### config.mk
export PLATFORM = sky130hd
export DESIGN_NAME = panel_arbiter_flat
export DESIGN_NICKNAME = d
export VERILOG_FILES = /design/src/rtl/panel_arbiter_if.sv /design/src/rtl/panel_arbiter.sv /design/src/flat_wrapper.sv
export SDC_FILE = /design/constraint.sdc
export NUM_CORES = 1
export LEC_CHECK = 0
export CORE_MARGIN = 4
export CORE_UTILIZATION = 25
export CTS_BUF_LIST = sky130_fd_sc_hd__clkbuf_4 sky130_fd_sc_hd__clkbuf_8 sky130_fd_sc_hd__clkbuf_16
export DETAILED_ROUTE_END_ITERATION = 10
export DONT_BUFFER_PORTS = 1
export GPL_TIMING_DRIVEN = 0
export SLEW_MARGIN = 30
export SYNTH_ARGS = -nofsm -noshare
export SYNTH_HDL_FRONTEND = slang
export SYNTH_SLANG_ARGS = --single-unit
### constraint.sdc
create_clock -name clk -period 21.4 [get_ports clk]
set_input_delay 4.28 -clock clk [delete_from_list [all_inputs] [get_ports clk]]
set_output_delay 4.28 -clock clk [all_outputs]
set_load 0.02 [all_outputs]
### src/rtl/panel_arbiter_if.sv
// panel_arbiter_if
// Bundles the frame sources, the scanner pulse and the display-side outputs
// of the panel arbiter.
//   live_frame/live_valid : live CPU snapshot and its one-cycle strobe
//   mon_req               : monitor overlay level request for ownership
//   mon_frame/mon_valid   : monitor overlay frame and its one-cycle strobe
//   scan_wrap             : scanner pulse at the end of digit 8
//   mon_gnt               : monitor owns the display
//   disp_frame/disp_valid : committed frame and its one-cycle commit pulse
//   owner                 : current source (0 live, 1 monitor)
// master = frame/scan producer side, slave = arbiter side.
interface panel_arbiter_if #(
  parameter int FRAME_W = 101
);
  logic [FRAME_W-1:0] live_frame;
  logic               live_valid;
  logic               mon_req;
  logic [FRAME_W-1:0] mon_frame;
  logic               mon_valid;
  logic               scan_wrap;
  logic               mon_gnt;
  logic [FRAME_W-1:0] disp_frame;
  logic               disp_valid;
  logic               owner;

  modport master (
    output live_frame, live_valid, mon_req, mon_frame, mon_valid, scan_wrap,
    input  mon_gnt, disp_frame, disp_valid, owner
  );

  modport slave (
    input  live_frame, live_valid, mon_req, mon_frame, mon_valid, scan_wrap,
    output mon_gnt, disp_frame, disp_valid, owner
  );
endinterface

### src/rtl/panel_arbiter.sv
// panel_arbiter
// Arbitrates display ownership between the live CPU snapshot and the monitor
// overlay. The owner's frames are captured into a one-deep pending buffer and
// committed to the display only on a scanner wrap, no more often than every
// MIN_HOLD cycles. Ownership handovers pass through a switch state that waits
// for a scanner wrap so that a display scan never mixes sources.
// Ports:
//   clk : sole clock
//   rst : asynchronous active-high reset
//   bus : panel_arbiter_if.slave (frame inputs, scan_wrap, display outputs)
module panel_arbiter #(
  parameter int FRAME_W     = 101,
  parameter int MIN_HOLD    = 1000,
  parameter int MON_TIMEOUT = 1000000
) (
  input  logic             clk,
  input  logic             rst,
  panel_arbiter_if.slave   bus
);

  localparam int HOLD_W = $clog2(MIN_HOLD + 1);

  typedef enum logic [1:0] {
    LIVE        = 2'd0,
    MON_SWITCH  = 2'd1,
    MON         = 2'd2,
    LIVE_SWITCH = 2'd3
  } state_t;

  state_t             state_reg;
  logic [FRAME_W-1:0] pend_reg;
  logic               pend_full_reg;
  logic               lockout_reg;
  logic [19:0]        idle_reg;
  logic [HOLD_W-1:0]  hold_reg;
  logic               owner_reg;
  logic               gnt_reg;
  logic [FRAME_W-1:0] disp_frame_reg;
  logic               disp_valid_reg;

  logic hold_sat;
  logic commit_ok;
  logic idle_expired;

  assign hold_sat     = (hold_reg == HOLD_W'(MIN_HOLD));
  assign commit_ok    = bus.scan_wrap && pend_full_reg && hold_sat;
  assign idle_expired = (idle_reg == 20'(MON_TIMEOUT));

  always_ff @(posedge clk or posedge rst) begin
    if (rst) begin
      state_reg      <= LIVE;
      pend_reg       <= '0;
      pend_full_reg  <= 1'b0;
      lockout_reg    <= 1'b0;
      idle_reg       <= '0;
      // Saturated at reset so the very first frame commits without waiting.
      hold_reg       <= HOLD_W'(MIN_HOLD);
      owner_reg      <= 1'b0;
      gnt_reg        <= 1'b0;
      disp_frame_reg <= '0;
      disp_valid_reg <= 1'b0;
    end else begin
      disp_valid_reg <= 1'b0;
      if (!hold_sat)
        hold_reg <= hold_reg + 1'b1;
      if (!bus.mon_req)
        lockout_reg <= 1'b0;

      case (state_reg)
        LIVE: begin
          if (bus.mon_req && !lockout_reg) begin
            // Handover wins over any commit or capture this cycle; the
            // pending live frame is flushed on the way out.
            state_reg     <= MON_SWITCH;
            pend_full_reg <= 1'b0;
          end else begin
            if (commit_ok) begin
              disp_frame_reg <= pend_reg;
              disp_valid_reg <= 1'b1;
              hold_reg       <= '0;
              pend_full_reg  <= 1'b0;
            end
            // Placed after the commit so a coinciding strobe refills the buffer.
            if (bus.live_valid) begin
              pend_reg      <= bus.live_frame;
              pend_full_reg <= 1'b1;
            end
          end
        end

        MON_SWITCH: begin
          if (!bus.mon_req) begin
            state_reg <= LIVE;
          end else if (bus.scan_wrap) begin
            state_reg <= MON;
            owner_reg <= 1'b1;
            gnt_reg   <= 1'b1;
            idle_reg  <= '0;
          end
        end

        MON: begin
          if (!bus.mon_req || idle_expired) begin
            state_reg     <= LIVE_SWITCH;
            gnt_reg       <= 1'b0;
            pend_full_reg <= 1'b0;
            // A still-requesting monitor that timed out is locked out until it
            // drops its request.
            if (bus.mon_req)
              lockout_reg <= 1'b1;
          end else begin
            if (commit_ok) begin
              disp_frame_reg <= pend_reg;
              disp_valid_reg <= 1'b1;
              hold_reg       <= '0;
              pend_full_reg  <= 1'b0;
            end
            if (bus.mon_valid) begin
              pend_reg      <= bus.mon_frame;
              pend_full_reg <= 1'b1;
              idle_reg      <= '0;
            end else if (!idle_expired) begin
              idle_reg <= idle_reg + 20'd1;
            end
          end
        end

        LIVE_SWITCH: begin
          if (bus.scan_wrap) begin
            state_reg <= LIVE;
            owner_reg <= 1'b0;
          end
        end

        default: state_reg <= LIVE;
      endcase
    end
  end

  assign bus.mon_gnt    = gnt_reg;
  assign bus.owner      = owner_reg;
  assign bus.disp_frame = disp_frame_reg;
  assign bus.disp_valid = disp_valid_reg;

endmodule

### src/flat_wrapper.sv
// flat-port wrapper written by rule: the top's interface ports become plain ports
module panel_arbiter_flat 
#(
  parameter int FRAME_W     = 101,
  parameter int MIN_HOLD    = 1000,
  parameter int MON_TIMEOUT = 1000000
)
  (clk, rst, bus_live_frame, bus_live_valid, bus_mon_req, bus_mon_frame, bus_mon_valid, bus_scan_wrap, bus_mon_gnt, bus_disp_frame, bus_disp_valid, bus_owner);
  panel_arbiter_if #(.FRAME_W(FRAME_W)) bus_i ();
  input  logic clk;
  input  logic rst;
  input wire logic [$bits(bus_i.live_frame)-1:0] bus_live_frame;
  input wire logic [$bits(bus_i.live_valid)-1:0] bus_live_valid;
  input wire logic [$bits(bus_i.mon_req)-1:0] bus_mon_req;
  input wire logic [$bits(bus_i.mon_frame)-1:0] bus_mon_frame;
  input wire logic [$bits(bus_i.mon_valid)-1:0] bus_mon_valid;
  input wire logic [$bits(bus_i.scan_wrap)-1:0] bus_scan_wrap;
  output wire logic [$bits(bus_i.mon_gnt)-1:0] bus_mon_gnt;
  output wire logic [$bits(bus_i.disp_frame)-1:0] bus_disp_frame;
  output wire logic [$bits(bus_i.disp_valid)-1:0] bus_disp_valid;
  output wire logic [$bits(bus_i.owner)-1:0] bus_owner;
  assign bus_i.live_frame = bus_live_frame;
  assign bus_i.live_valid = bus_live_valid;
  assign bus_i.mon_req = bus_mon_req;
  assign bus_i.mon_frame = bus_mon_frame;
  assign bus_i.mon_valid = bus_mon_valid;
  assign bus_i.scan_wrap = bus_scan_wrap;
  assign bus_mon_gnt = bus_i.mon_gnt;
  assign bus_disp_frame = bus_i.disp_frame;
  assign bus_disp_valid = bus_i.disp_valid;
  assign bus_owner = bus_i.owner;
  panel_arbiter #(.FRAME_W(FRAME_W), .MIN_HOLD(MIN_HOLD), .MON_TIMEOUT(MON_TIMEOUT)) u_core (.clk(clk), .rst(rst), .bus(bus_i));
endmodule
* Yosys cells after proc, flatten, opt, wreduce, memory -nomap -nowiden *
Cells that the tools add are included.

word-level totals
  logic and storage cells = 90
  bits in registers = 239
  output and inout port bits = 104

cells by class
  reductions and logical operators = 16
  mux-type cells = 46
  $add $sub $neg = 2
  equal/unequal tests = 16

operators by type and width
  operator                                                                number
  101-bit 2-to-1 mux                                                      7
  101-bit one-hot mux with 2 select lines                                 2
  20-bit 2-to-1 mux                                                       5
  10-bit 2-to-1 mux                                                       4
  20-bit one-hot mux with 2 select lines                                  1
  20-bit by 1-bit adder with 20-bit output (second input constant)        1
  20-bit equality test (second input constant)                            1
  10-bit one-hot mux with 2 select lines                                  1
  1-bit 2-to-1 mux                                                        16
  2-bit != test (second input constant)                                   7
  4-bit AND reduction                                                     3
  10-bit by 1-bit adder with 10-bit output (second input constant)        1
  10-bit equality test (second input constant)                            1
  2-bit 2-to-1 mux                                                        5
  5-bit AND reduction                                                     2
  1-bit one-hot mux with 2 select lines                                   4
  2-bit one-hot mux with 4 select lines                                   1
  3-bit != test (second input constant)                                   2
  2-bit nonzero test                                                      3
  2-bit equality test (second input constant)                             2
  2-bit by 1-bit != test with 1-bit output (second input constant)        2
  1-bit logical AND                                                       3
  3-bit AND reduction                                                     1
  2-bit by 1-bit equality test with 1-bit output (second input constant)  1
  other kinds (3)                                                         4

* Depth between registers and ports, before layout *
Gate-level depths: netlist (run 1).

  depth in word-level cells = 6
  mapped depth = 10
  gate-level depth less buffers = 7

* Least setup slack after synthesis (run 1) *
Ideal clock, no wire load.

  kind = input to register
  from = input port bus_scan_wrap
  to = register u_core.idle_reg[19]
  setup slack = 15.609 ns
  arrival time = 5.713 ns
  data required time = 21.322 ns
  library setup time = 0.078 ns
  stages = 6
  path through = buf_2 a21boi_0 nand2b_1 a311o_1 or4_1 a21oi_1

between the ends
  word-level cells in the longest chain between the ends = 2

RTL lines
  what                                  RTL line              source
  start, declared                       flat_wrapper.sv:17    input wire logic [$bits(bus_i.scan_wrap)-1:0] bus_scan_wrap;
  2-bit != test (no source line)        --
  5-bit AND reduction (no source line)  --
  end signal, assigned                  panel_arbiter.sv:123  idle_reg <= idle_reg + 20'd1;
  end, declared                         panel_arbiter.sv:34   logic [19:0] idle_reg;

Every way passes these cells.
A chain may end at the register's enable or synchronous reset.

* Worst setup path in the final report (run 1) *
  from = input port bus_mon_req
  to = register u_core.pend_reg[80]

between the ends
  word-level cells in the longest chain between the ends = 4

RTL lines
  what                                      RTL line              source
  start, declared                           flat_wrapper.sv:14    input wire logic [$bits(bus_i.mon_req)-1:0] bus_mon_req;
  1-bit logical NOT                         --
  1-bit logical OR                          panel_arbiter.sv:103  if (!bus.mon_req || idle_expired) begin
  2-bit != test (no source line)            --
  5-bit AND reduction (no source line) (*)  --
  end signal, assigned                      panel_arbiter.sv:85   pend_reg <= bus.live_frame;
  end signal, assigned                      panel_arbiter.sv:119  pend_reg <= bus.mon_frame;
  end, declared                             panel_arbiter.sv:31   logic [FRAME_W-1:0] pend_reg;

Mark *: on every way between the ends. The rest lies on a longest branch, timed or not.

==> results of run 1 <==
==> layer usage <==
layer  GRT usage (%)  wire (µm)  vias to the layer above
met5               0         13                        -
met4           4.554        901                        2
met3           4.378       2990                       54
met2           22.46      15400                      260
met1           16.00      12510                     3555
li1                -          -                     3170
==> cell usage in the layout (no fill, tap or decap), drive strengths merged, types with 5 or more instances in the layout <==
cell type | netlist | routed
o21ai | 22 | 22
nand2 | 21 | 21
clkbuf | 29 | 68
dfstp | 6 | 6
dfrtp | 233 | 233
xnor2 | 5 | 5
nor2 | 23 | 23
diode | 0 | 10
nand2b | 6 | 6
or3 | 107 | 107
o31ai | 12 | 12
ha | 8 | 8
inv | 11 | 11
nand3 | 17 | 17
buf | 36 | 39
o221a | 101 | 101
mux2 | 102 | 102
a21oi | 18 | 18
==> worst paths after layout <==
path | cells after the start | slack [ns] | from | endpoint
max in group asynchronous | 3 | 16.84 | rst | u_core.pend_reg[28]
setup reg to reg | 8 | 18.49 | u_core.state_reg[0] | u_core.idle_reg[4]
hold reg to reg | 1 | 0.50 | u_core.pend_reg[10] | u_core.bus.disp_frame[10]
min in group asynchronous | 1 | 3.49 | rst | u_core.bus.disp_valid
hold / removal | 1 | 0.50 | u_core.pend_reg[10] | u_core.bus.disp_frame[10]
setup / recovery | 7 | 15.71 | bus_mon_req | u_core.pend_reg[80]
==> power by group <==
part	internal (mW)	leakage, nW	total [mW]	switching, mW
registers	0.534	2.93	0.582	0.0485
clock network	0.312	0.476	0.503	0.191
logic	0.136	1.58	0.277	0.141
total	0.982	4.99	1.36	0.381
==> logic make-up (layout without fill, tap and decap cells) <==
logic type,Yosys count,after routing,share of synthesized area (%)
adder cells (fa/ha/maj),8,8,0.9520
buffers and inverters,76,127,3.831
flip-flops,239,239,56.95
XOR/XNOR,9,9,0.7496
other,0,10,0
AND/OR/NAND/NOR,206,206,11.49
AO/OA/AOI/OAI,168,168,14.93
multiplexers,103,103,11.09
==> cell type report <==
cell class                 instances  area [µm²]
fill                            4131       28920
sequential                       239        5988
multi-input combinational        494        4135
clock buffer                      39       814.5
tap                              532       665.6
buffer                            65       362.8
clock inverter                     9       163.9
timing repair buffer               3       82.58
inverter                          11       48.80
antenna                           10       25.02
==> worst max-delay path: stages <==
cell,delay [ns]
nand2b_1,0.22
a21oi_1,0.12
or3_1,0.36
o22ai_1,0.18
buf_2,0.40
buf_2,0.36
o221a_2,0.23
==> metrics by stage <==
stage | total power [mW] | setup WS, ns | util (%) | cells
6_report | 1.363 | 15.71 | 29.82 | 1402
5_1_grt | 1.432 | 15.62 | 29.82 | 1402
4_1_cts | 1.381 | 15.71 | 29.73 | 1392
2_1_floorplan | 0.7814 | 10.57 | - | 809
3_5_place_dp | 0.8677 | 15.13 | 27.36 | 1344
3_3_place_gp | 0.8577 | 7.845 | 27.14 | 1341
==> impl_metrics.tcl, run 1 <==
set metrics [dict create \
    ys_async_sr_fraction_pct 100.0 \
    ys_seq_area_share_pct 56.95 \
    synthTopCellsByArea "dfrtp_1 (55%), o221a_2 (11%), mux2_2 (11%), or3_1 (6.4%), dfstp_2 (1.5%)" \
    antenna_found_initial 11 \
    vias 7041 \
    synth_enable_flop_cells 0 \
    cp-end-kind "flop" \
    critical_path_arrival_ns 6.17 \
    cts_tree "done" \
    clk_pin_slew_ns 0.06 \
    area_delta_synth_final_pct 16.85 \
    die_h_um 213.1 \
    clock_sinks 239 \
    drt-total-wl_um 31820 \
    initial_core_util_pct 25.52 \
    hold_ws_ns 0.5019 \
    ioPinCount 312 \
    placedInstanceArea_mm2 0.01127 \
    first_iter_violations 542 \
    dieArea_mm2 0.04541 \
    max-vdd-ir-drop_mv 0.05393 \
    yosys_warnings 0 \
    drive_above_1_share_pct 35.70 \
    postCtsHoldBufs 0 \
    rows 74 \
    setup_viol 0 \
    firstDrtPassIters 4 \
    portBuffers 0 \
    drv_slew 0 \
    drc 0 \
    die_x_um 213.1 \
    cts_buffers 28 \
    syn_avg_cell_area_um2 13.00 \
    stdcell_area_mm2 0.01229 \
    min_path_type "reg2reg" \
    period_needed_ns 5.694 \
    ys_seq_elements 239 \
    gp_congestion 0.7960 \
    insertion_delay_ns 0.56 \
    layout.nets 1058 \
    setup_tns_ns 0 \
    htreeDepth 1 \
    tightest_slew_ns 0.8283 \
    status "complete, no violations" \
    max_freq_ghz 0.1756 \
    root_buffer "clkbuf_16" \
    synth_ff_type "dfrtp_1" \
    cts_resized 0 \
    fin_skew_ns 0.02578 \
    cts_setup_buffers 0 \
    power_density_mw_per_mm2 110.9 \
    p_leak_nw 4.985 \
    netlist_instances 809 \
    design.core.area_mm2 0.04120 \
    synth.distinct_cells 54 \
    grt_first_pass_wirelength_um 46770 \
    hold_viol 0 \
    synthesis.area_mm2 0.01052 \
    crit_required_ns 21.88 \
    worstSetupStartpointType "input pin" \
    max-cap-violations 0 \
    slew_headroom_pct 44.78 \
    track_usage_pct 13.31 \
    synth_top_cells_by_count "dfrtp_1 (233), or3_1 (107), o221a_2 (101)" \
    cp_max_fo 10 \
    grt_pass1_vias 7517 \
    synth_nets 1025 \
    antenna_violating_nets_post_route 0 \
    synth_top_cell_area_share_pct 55.45 \
    vias_per_cell 5.022 \
    grt-ovfl-total 0 \
    clockBufferDepth 3 \
    wl_per_cell_um 22.70 \
    synth_top_area_cell "dfrtp_1" \
    synth.most_common_cell "dfrtp_1" \
    rsz0062_at_grt "false" \
    dp_hpwl_um 23110 \
    grt_max_degree 93 \
    period_share_pct 26.61 \
    worstSetupPathType "in2reg" \
]
No activity file was read; power rests on OpenSTA's default activity.
==> run 2: changes to the inputs <==
==> constraint.sdc (replaced) <==
create_clock -name clk -period 5.05 [get_ports clk]
set_input_delay 1.01 -clock clk [delete_from_list [all_inputs] [get_ports clk]]
set_output_delay 1.01 -clock clk [all_outputs]
set_load 0.02 [all_outputs]
==> impl_metrics.tcl, run 2 (same netlist as run 1, synthesis figures left out) <==
set metrics [dict create \
    status "complete, no violations" \
    pwr-share-seq_pct 42.6 \
    cts_setup_buffers 0 \
    grt_pass1_vias 7367 \
    portBuffers 0 \
    layout_common_cells "dfrtp_1 (233), or3_1 (107), o221a_2 (101), mux2_2 (100), clkbuf_16 (29)" \
    cts_tree "done" \
    area_delta_synth_final_pct 17.48 \
    slew_headroom_pct 34.50 \
    hold_viol 0 \
    cp-end-kind "flop" \
    die_x_um 213.1 \
    power_density_mw_per_mm2 469.2 \
    vias_per_cell 5.048 \
    rsz0062_at_grt "false" \
    clockBufferDepth 3 \
    insertion_delay_ns 0.55 \
    firstDrtPassIters 5 \
    cp_max_fo 10 \
    p_leak_nw 5.029 \
    drt-total-wl_um 32100 \
    first_iter_violations 495 \
    antenna_violating_nets_post_route 0 \
    p_sw_share_pct 28.17 \
    period_needed_ns 2.796 \
    root_buffer "clkbuf_16" \
    startpoint "u_core.hold_reg[0]" \
    setup_tns_ns 0 \
    max_freq_ghz 0.3577 \
    worstRegToRegCells 9 \
    worstSetupStartpointType "flop" \
    drv_slew 0 \
    die_h_um 213.1 \
    postCtsHoldBufs 0 \
    setup_viol 0 \
    ioPinCount 312 \
    initial_core_util_pct 25.52 \
    max-vdd-ir-drop_mv 0.2176 \
    met2_usage_pct 22.10 \
    reg2reg_to "u_core.bus.disp_frame[51]" \
    rows 74 \
    htreeDepth 1 \
    grt_busiest_layer "met2" \
    critPathCapture "u_core.bus.disp_frame[51]" \
    antenna_found_initial 9 \
    gp_congestion 0.7955 \
    fin_skew_ns 0.01423 \
    met3_usage_pct 4.643 \
    post-place-cells 1349 \
    max-cap-violations 0 \
    cts_buffers 28 \
    drive_above_1_share_pct 36.14 \
    track_usage_pct 13.33 \
    clk_pin_slew_ns 0.06 \
    stdcell_area_mm2 0.01235 \
    fin_cells 1404 \
    min_path_type "in2async" \
    worstSetupPathType "reg2reg" \
    intPower_mw 4.163 \
    hold_ws_ns 0.4309 \
    fin_ws_ns 2.254 \
    p_switching_mw 1.633 \
    grt-ovfl-total 0 \
    placedInstanceArea_mm2 0.01135 \
    wl_per_cell_um 22.86 \
    clock_sinks 239 \
    period_share_pct 55.36 \
    pwr-share-comb_pct 20.4 \
    clkPwrFrac_pct 37.0 \
    critical_path_arrival_ns 3.22 \
    grtUsageMet1_pct 15.90 \
    vias 7088 \
    grt_first_pass_wirelength_um 46660 \
    cts_resized 0 \
    r2r-start "u_core.hold_reg[0]" \
    r2r_slack_ns 2.25 \
    dieArea_mm2 0.04541 \
    crit_required_ns 5.47 \
    dp_slack_ns 2.018 \
    tightest_slew_ns 0.9735 \
    grt_max_degree 31 \
    final_common_cell "dfrtp_1" \
    dp_hpwl_um 23650 \
    drc 0 \
    design.core.area_mm2 0.04120 \
    layout.nets 1063 \
]
## run 2: worst min-delay path by stage
stage | startpoint | end | slack (ns) | cells past startpoint
floorplan | u_core.hold_reg[4] | u_core.hold_reg[4] | 0.45 | 1
global placement | u_core.hold_reg[4] | u_core.hold_reg[4] | 0.48 | 1
finish | rst | u_core.bus.disp_frame[97] | 0.43 | 1
CTS | rst | u_core.bus.disp_frame[97] | 0.42 | 1
global route | rst | u_core.bus.disp_frame[97] | 0.45 | 1
detailed placement | u_core.hold_reg[4] | u_core.hold_reg[4] | 0.49 | 1
## run 2: through the flow
stage	power, mW	utilization, %
2_1_floorplan	3.312	-
3_3_place_gp	3.633	27.15
3_5_place_dp	3.688	27.54
4_1_cts	5.879	29.93
5_1_grt	6.089	29.98
6_report	5.796	29.98
## run 2: layout make-up
cell class                      count  area [µm²]
Fill cell                        4141       28850
Sequential cell                   239        5988
Multi-Input combinational cell    494        4129
Clock buffer                       35       795.8
Tap cell                          532       665.6
Buffer                             65       364.1
Clock inverter                     14       190.2
Timing Repair Buffer                8       160.2
Inverter                           11       45.04
Antenna cell                        6       15.01
## run 2: power groups by stage
stage	clock network (mW)	logic [mW]	registers, mW
2_1_floorplan	0	0.887	2.43
3_3_place_gp	0	1.15	2.48
3_5_place_dp	0	1.19	2.50
4_1_cts	2.21	1.20	2.46
5_1_grt	2.29	1.30	2.50
6_report	2.15	1.18	2.47
## run 2: layer usage
metal / wire length (µm) / vias up / part of all wire [%]
li1: - / 3183 / -
met1: 12470 / 3579 / 39
met2: 15490 / 265 / 48
met3: 3022 / 59 / 9.4
met4: 1106 / 2 / 3.4
met5: 13 / - / 0.040
## run 2: critical path: stages (launching register included)
cell and delay (ns):
dfrtp_1 0.40, inv_1 0.10, ha_1 0.16, nand4b_1 0.14, nor3_4 0.45, o211ai_4 0.14, a21oi_4 0.56, buf_8 0.24
buf_12 0.14, mux2_4 0.29
==> RTL edit 1 (config.mk and constraints of run 1) <==
Encoding of `state_t`: now one-hot (4 bits for 4 states).
--- a/src/rtl/panel_arbiter.sv
+++ b/src/rtl/panel_arbiter.sv
@@ -20,11 +20,11 @@
 
   localparam int HOLD_W = $clog2(MIN_HOLD + 1);
 
-  typedef enum logic [1:0] {
-    LIVE        = 2'd0,
-    MON_SWITCH  = 2'd1,
-    MON         = 2'd2,
-    LIVE_SWITCH = 2'd3
+  typedef enum logic [3:0] {
+    LIVE        = 4'b0001,
+    MON_SWITCH  = 4'b0010,
+    MON         = 4'b0100,
+    LIVE_SWITCH = 4'b1000
   } state_t;
 
   state_t             state_reg;
Formal check against the unedited RTL: same outputs for any inputs over 4 cycles, from zero or initial values and one cycle with rst high; so few cycles prove little.
==> RTL edit 1 against run 1 <==
Fmax decreased by 4.1%; wire length decreased by 7.6%; sequential cell count increased by 2; synthesized area increased by 3.4%; register-to-register slack got worse by 0.43 ns; design area increased by 3.1%; worst setup slack got worse by 0.24 ns; die area increased by 3.3%; first-iteration DRC count decreased by 29%; highest routed layer is now met4.
Power is not compared: it rests on default switching activity, and its combinational part moved more than twofold at a synthesized area within 25%.
==> RTL edit 1: results (changes against run 1) <==
[cells_and_area]
drive_gt1_share_pct = 27.9  ; was 35.7%
antenna_cells = 0  ; was 10
nNetsFinal = 1241  ; was 1058

[pwr]
irDropWorstVdd_mv = 0.0507
swShare_pct = 23.4
p_leak_uw = 0.00586

[routing]
num_vias = 7389  ; was 7041
drt_wl_total_mm = 29.4  ; was 31.8 mm
drt_pre_antenna_iters = 6  ; was 4
drtIter0Drc = 384  ; was 542

[grt]
grt_pass1_wl_mm = 45.1  ; was 46.8 mm
grt_max_degree = 92  ; was 93
antenna_found_initial = 0  ; was 11
grt_pass1_vias = 7682  ; was 7517
grtUsageTotal_pct = 12.2  ; was 13.3%

[outcome]
status = finished clean  ; unchanged

[yosys]
syn_nets = 1209  ; was 1025
yosys.area_share.xor_xnor_pct = 0.725  ; was 0.750%
ys_top_cells_by_area = dfrtp_1 (54%), mux2_2 (21%), nand2_1 (11%)  ; was dfrtp_1 (55%), o221a_2 (11%), mux2_2 (11%)
synth.area.mux_share_pct = 21.0  ; was 11.1%
synthFlopType = dfrtp_1  ; unchanged
seq_area_frac_synth_pct = 55.6  ; was 56.9%
async_reset_ff_share_pct = 100  ; unchanged
ys_warn_count = 0  ; unchanged
synthAdderAreaFrac_pct = 0.460  ; was 0.952%
synth_common_cells = nand2_1 (324), dfrtp_1 (234), mux2_2 (200)  ; was dfrtp_1 (233), or3_1 (107), o221a_2 (101)
synth-compound-area-share_pct = 2.94  ; was 14.9%
yosysUniqueCellTypes = 48  ; was 54

[cts]
cts_buffer_depth = 3  ; unchanged
numCtsBuffers = 28  ; unchanged
postCtsSetupBuffers = 0  ; unchanged
ctsRootBufferMaster = clkbuf_16  ; unchanged
clock_latency_ns = 0.55
ctsResizeCount = 0  ; unchanged
path_clk_slew_ns = 0.06  ; about the same
htreeDepth = 1  ; unchanged

[worst_setup_path]
r2r_start = u_core.state_reg[0]  ; unchanged
worstPathArrival_ns = 6.37  ; was 6.17 ns
crit-reg2reg-capture = u_core.bus.disp_frame[93]  ; was u_core.idle_reg[4]
cp-end-kind = flop  ; unchanged
reg2reg_depth = 7  ; was 8
cp_max_fo = 10  ; unchanged
rrSetupSlack_ns = 18.06  ; was 18.49 ns
critPathLaunch = bus_mon_req  ; unchanged

[placement]
io_buffer_count = 0  ; unchanged
gp_congestion = 0.825  ; was 0.796
dp_hpwl_mm = 21.3  ; was 23.1 mm

[min_path]
hold_path.class = reg2reg  ; unchanged
whs_path_depth = 1  ; unchanged

[sta]
max-slew-margin-rel_pct = 41.3  ; was 44.8%
finClkSkew_ns = 0.0115  ; was 0.0258 ns

-- RTL edit 1: cell type report --
class                           instances  area [µm²]
Multi-Input combinational cell        697        4570
Sequential cell                       241        6040
Buffer                                 51         234
Tap cell                              585         732
Clock buffer                           37         811
Clock inverter                         13         184
Fill cell                            4458       30400
Inverter                                8        37.5
Timing Repair Buffer                    2        55.1
-- RTL edit 1: metal layers --
layer / global-route usage, % / vias to the layer above / part of all wire [%]
li1: - / 3422 / -
met1: 15.3 / 3678 / 41
met2: 20.2 / 245 / 48
met3: 4.08 / 44 / 8.1
met4: 3.39 / 0 / 3.0
met5: 0 / - / 0
-- RTL edit 1: how the worst min path moves through the flow --
stage	startpoint	slack, ns	to
after floorplan	u_core.pend_reg[50]	0.46	u_core.bus.disp_frame[50]
after global placement	u_core.pend_reg[50]	0.47	u_core.bus.disp_frame[50]
after detailed placement	u_core.pend_reg[51]	0.48	u_core.bus.disp_frame[51]
after CTS	u_core.pend_reg[51]	0.49	u_core.bus.disp_frame[51]
after global routing	u_core.pend_reg[69]	0.51	u_core.pend_reg[69]
final	u_core.pend_reg[51]	0.49	u_core.bus.disp_frame[51]
-- RTL edit 1: through the flow --
| stage | instances | hold WS, ns | setup slack [ns] | total power (µW) | area [µm²] |
|---|---|---|---|---|---|
| floorplan | 997 | 0.460 | 10.52 | 675 | 10900 |
| global route | 1634 | 0.514 | 15.32 | 1270 | 12700 |
| finish | 1634 | 0.488 | 15.47 | 1210 | 12700 |
| global placement | 1582 | 0.468 | 7.79 | 699 | 11600 |
| CTS | 1634 | 0.491 | 15.38 | 1230 | 12700 |
| detailed placement | 1584 | 0.478 | 14.79 | 711 | 11700 |
-- RTL edit 1: worst max-delay path: stages --
cell and delay, ns:
nand2b_1 0.13, a22o_1 0.16, nand4_1 0.14, nor2_2 0.73, buf_2 0.52, mux2_2 0.39
-- RTL edit 1: cells by family (layout without fill, tap and decap cells) --
logic type	count (synthesis)	in the layout
adders and majority gates	4	4
AOI/OAI and AO/OA	55	55
and+or+nand+nor	426	426
xor gates and xnor gates	9	9
DFF	241	241
muxes	203	203
buffers and inverters	59	111
-- RTL edit 1: power by group through the flow --
stage	logic [µW]	clock network [µW]	registers (µW)
after global routing	139	545	586
final	124	507	575
after floorplan	105	0	570
after detailed placement	127	0	584
after CTS	127	525	575
after global placement	121	0	579
==> RTL edit 2 (flow settings as in run 1) <==
Without the edit above. `FRAME_W` is set to 101 in 3 places; all go to 105.
--- a/src/rtl/panel_arbiter_if.sv
+++ b/src/rtl/panel_arbiter_if.sv
@@ -10,7 +10,7 @@
 //   owner                 : current source (0 live, 1 monitor)
 // master = frame/scan producer side, slave = arbiter side.
 interface panel_arbiter_if #(
-  parameter int FRAME_W = 101
+  parameter int FRAME_W = 105
 );
   logic [FRAME_W-1:0] live_frame;
   logic               live_valid;
--- a/src/rtl/panel_arbiter.sv
+++ b/src/rtl/panel_arbiter.sv
@@ -9,7 +9,7 @@
 //   rst : asynchronous active-high reset
 //   bus : panel_arbiter_if.slave (frame inputs, scan_wrap, display outputs)
 module panel_arbiter #(
-  parameter int FRAME_W     = 101,
+  parameter int FRAME_W     = 105,
   parameter int MIN_HOLD    = 1000,
   parameter int MON_TIMEOUT = 1000000
 ) (
--- a/src/flat_wrapper.sv
+++ b/src/flat_wrapper.sv
@@ -1,7 +1,7 @@
 // flat-port wrapper written by rule: the top's interface ports become plain ports
 module panel_arbiter_flat 
 #(
-  parameter int FRAME_W     = 101,
+  parameter int FRAME_W     = 105,
   parameter int MIN_HOLD    = 1000,
   parameter int MON_TIMEOUT = 1000000
 )
Ports: changed (resized bus_disp_frame, bus_live_frame and bus_mon_frame); port bits go from 312 to 324. The function was not compared with the original's and may differ.
==> RTL edit 2 against run 1 <==
Non-clock buffer count did not move; register-to-register slack worse by 0.33 ns; worst setup slack worse by 0.31 ns; sequential cell count up 8; wire length is 2.7% higher; design area is 5.2% higher; die area up 5.2%; power increased by 7.2%; synthesized area grew 5.4%.
==> RTL edit 2: results (changes against run 1) <==
[outcome]
status = finished clean  ; unchanged

[worst_setup_path]
cp_max_fo = 10  ; unchanged
r2r_start = u_core.state_reg[0]  ; unchanged
max_stage_delay_ns = 0.79  ; was 0.40 ns
reg2reg_depth = 7  ; was 8
cpLargestDelayFamily = compound AO/OA/AOI/OAI gates  ; was buffers and inverters
crit-reg2reg-capture = u_core.pend_reg[49]  ; was u_core.idle_reg[4]
rrSetupSlack_ns = 18.16  ; was 18.49 ns
crit_slowest_cell = a21oi_2  ; was buf_2

[yosys]
yosys.area.top_type = dfrtp_1  ; unchanged
synth_common_cells = dfrtp_1 (241), or3_1 (105), mux2_4 (62)  ; was dfrtp_1 (233), or3_1 (107), o221a_2 (101)
syn_nets = 1066  ; was 1025
seq_area_frac_synth_pct = 55.8  ; was 56.9%
ys_top_cells_by_area = dfrtp_1 (54%), mux2_4 (8.4%), or3_1 (5.9%)  ; was dfrtp_1 (55%), o221a_2 (11%), mux2_2 (11%)
yosysUniqueCellTypes = 51  ; was 54

[placement]
io_buffer_count = 0  ; unchanged
dpl_cell_area_mm2 = 0.0119  ; was 0.0113 mm²
gp_congestion = 0.804  ; was 0.796
dp_hpwl_mm = 23.9  ; was 23.1 mm

[pwr]
intPower_uw = 1030  ; was 982 µW
irDropWorstVdd_mv = 0.0532  ; was 0.0539 mV
powerSeq_uw = 620  ; was 582 µW
p_leak_uw = 0.00520  ; was 0.00499 µW
clockPowerShare_pct = 35.5  ; was 36.9%

[grt]
grtUsageTotal_pct = 13.1  ; was 13.3%
grt_pass1_wl_mm = 49.1  ; was 46.8 mm
antenna_found_initial = 5  ; was 11
grt_pass1_vias = 7804  ; was 7517
grt_max_degree = 93  ; unchanged

[cts]
htreeDepth = 1  ; unchanged
path_clk_slew_ns = 0.06  ; about the same
numCtsBuffers = 29  ; was 28
postCtsSetupBuffers = 0  ; unchanged

[min_path]
whs_path_depth = 1  ; unchanged
hold_path.class = reg2reg  ; unchanged
whs_endpoint = u_core.hold_reg[4]  ; was u_core.bus.disp_frame[10]
min_from = u_core.hold_reg[4]  ; was u_core.pend_reg[10]

[cells_and_area]
nFillCells = 4418  ; was 4131
nNetsFinal = 1099  ; was 1058
drive_gt1_share_pct = 29.2  ; was 35.7%

[routing]
drt_wl_total_mm = 32.7  ; was 31.8 mm
drt_pre_antenna_iters = 4  ; unchanged
avgViaCountPerCell = 4.91  ; was 5.02
drtIter0Drc = 593  ; was 542

[sta]
setup_viol = 0  ; unchanged
max-slew-margin-rel_pct = 50.5  ; was 44.8%
finClkSkew_ns = 0.0119  ; was 0.0258 ns

[RTL edit 2: through the flow]
stage                     hold WS (ns)  setup WS [ns]  instances  total power [µW]
after global placement           0.469           7.38       1427               941
after detailed placement         0.486          14.63       1429               954
after global routing             0.524          15.17       1484              1540
after floorplan                  0.451          10.34        842               848
final                            0.498          15.39       1485              1460
after CTS                        0.509          15.23       1482              1480
[RTL edit 2: final cells by class]
type	instances	area (µm²)	share of cell area, %
diodes	3	7.51	0.0581
multi-input cells	516	4480	34.7
plain buffers	66	383	2.96
repair buffers	2	55.1	0.426
flip-flops and latches	247	6190	47.9
clock buffers	46	922	7.14
well taps	585	732	5.67
clock inverters	7	96.3	0.746
inverters	13	56.3	0.436
[RTL edit 2: cell families (layout without fill, tap and decap cells)]
| kind of cell | Yosys count | count (layout) | share of synthesized area, % |
|---|---|---|---|
| adders and majority gates | 8 | 8 | 0.903 |
| xor gates and xnor gates | 8 | 8 | 0.632 |
| other | 0 | 3 | 0 |
| AOI/OAI and AO/OA | 170 | 170 | 14.3 |
| and+or+nand+nor | 221 | 221 | 11.3 |
| buffers and inverters | 79 | 134 | 3.89 |
| DFF | 247 | 247 | 55.8 |
| muxes | 109 | 109 | 13.1 |
[RTL edit 2: how the worst max path moves through the flow]
stage                     start                  end  slack (ns)  cells after the start
global route        bus_mon_req  u_core.pend_reg[49]       15.17                      5
CTS                 bus_mon_req  u_core.pend_reg[49]       15.23                      5
global placement            rst  u_core.pend_reg[65]        7.38                      1
detailed placement  bus_mon_req  u_core.pend_reg[49]       14.63                      5
finish              bus_mon_req  u_core.pend_reg[49]       15.39                      5
floorplan                   rst            async pin       10.34                      1
[RTL edit 2: layer usage]
layer  GRT usage [%]  share of wire (%)
met5               0              0.080
met3            3.96                8.4
met2            21.2                 47
met1            16.9                 42
met4            4.07                2.6
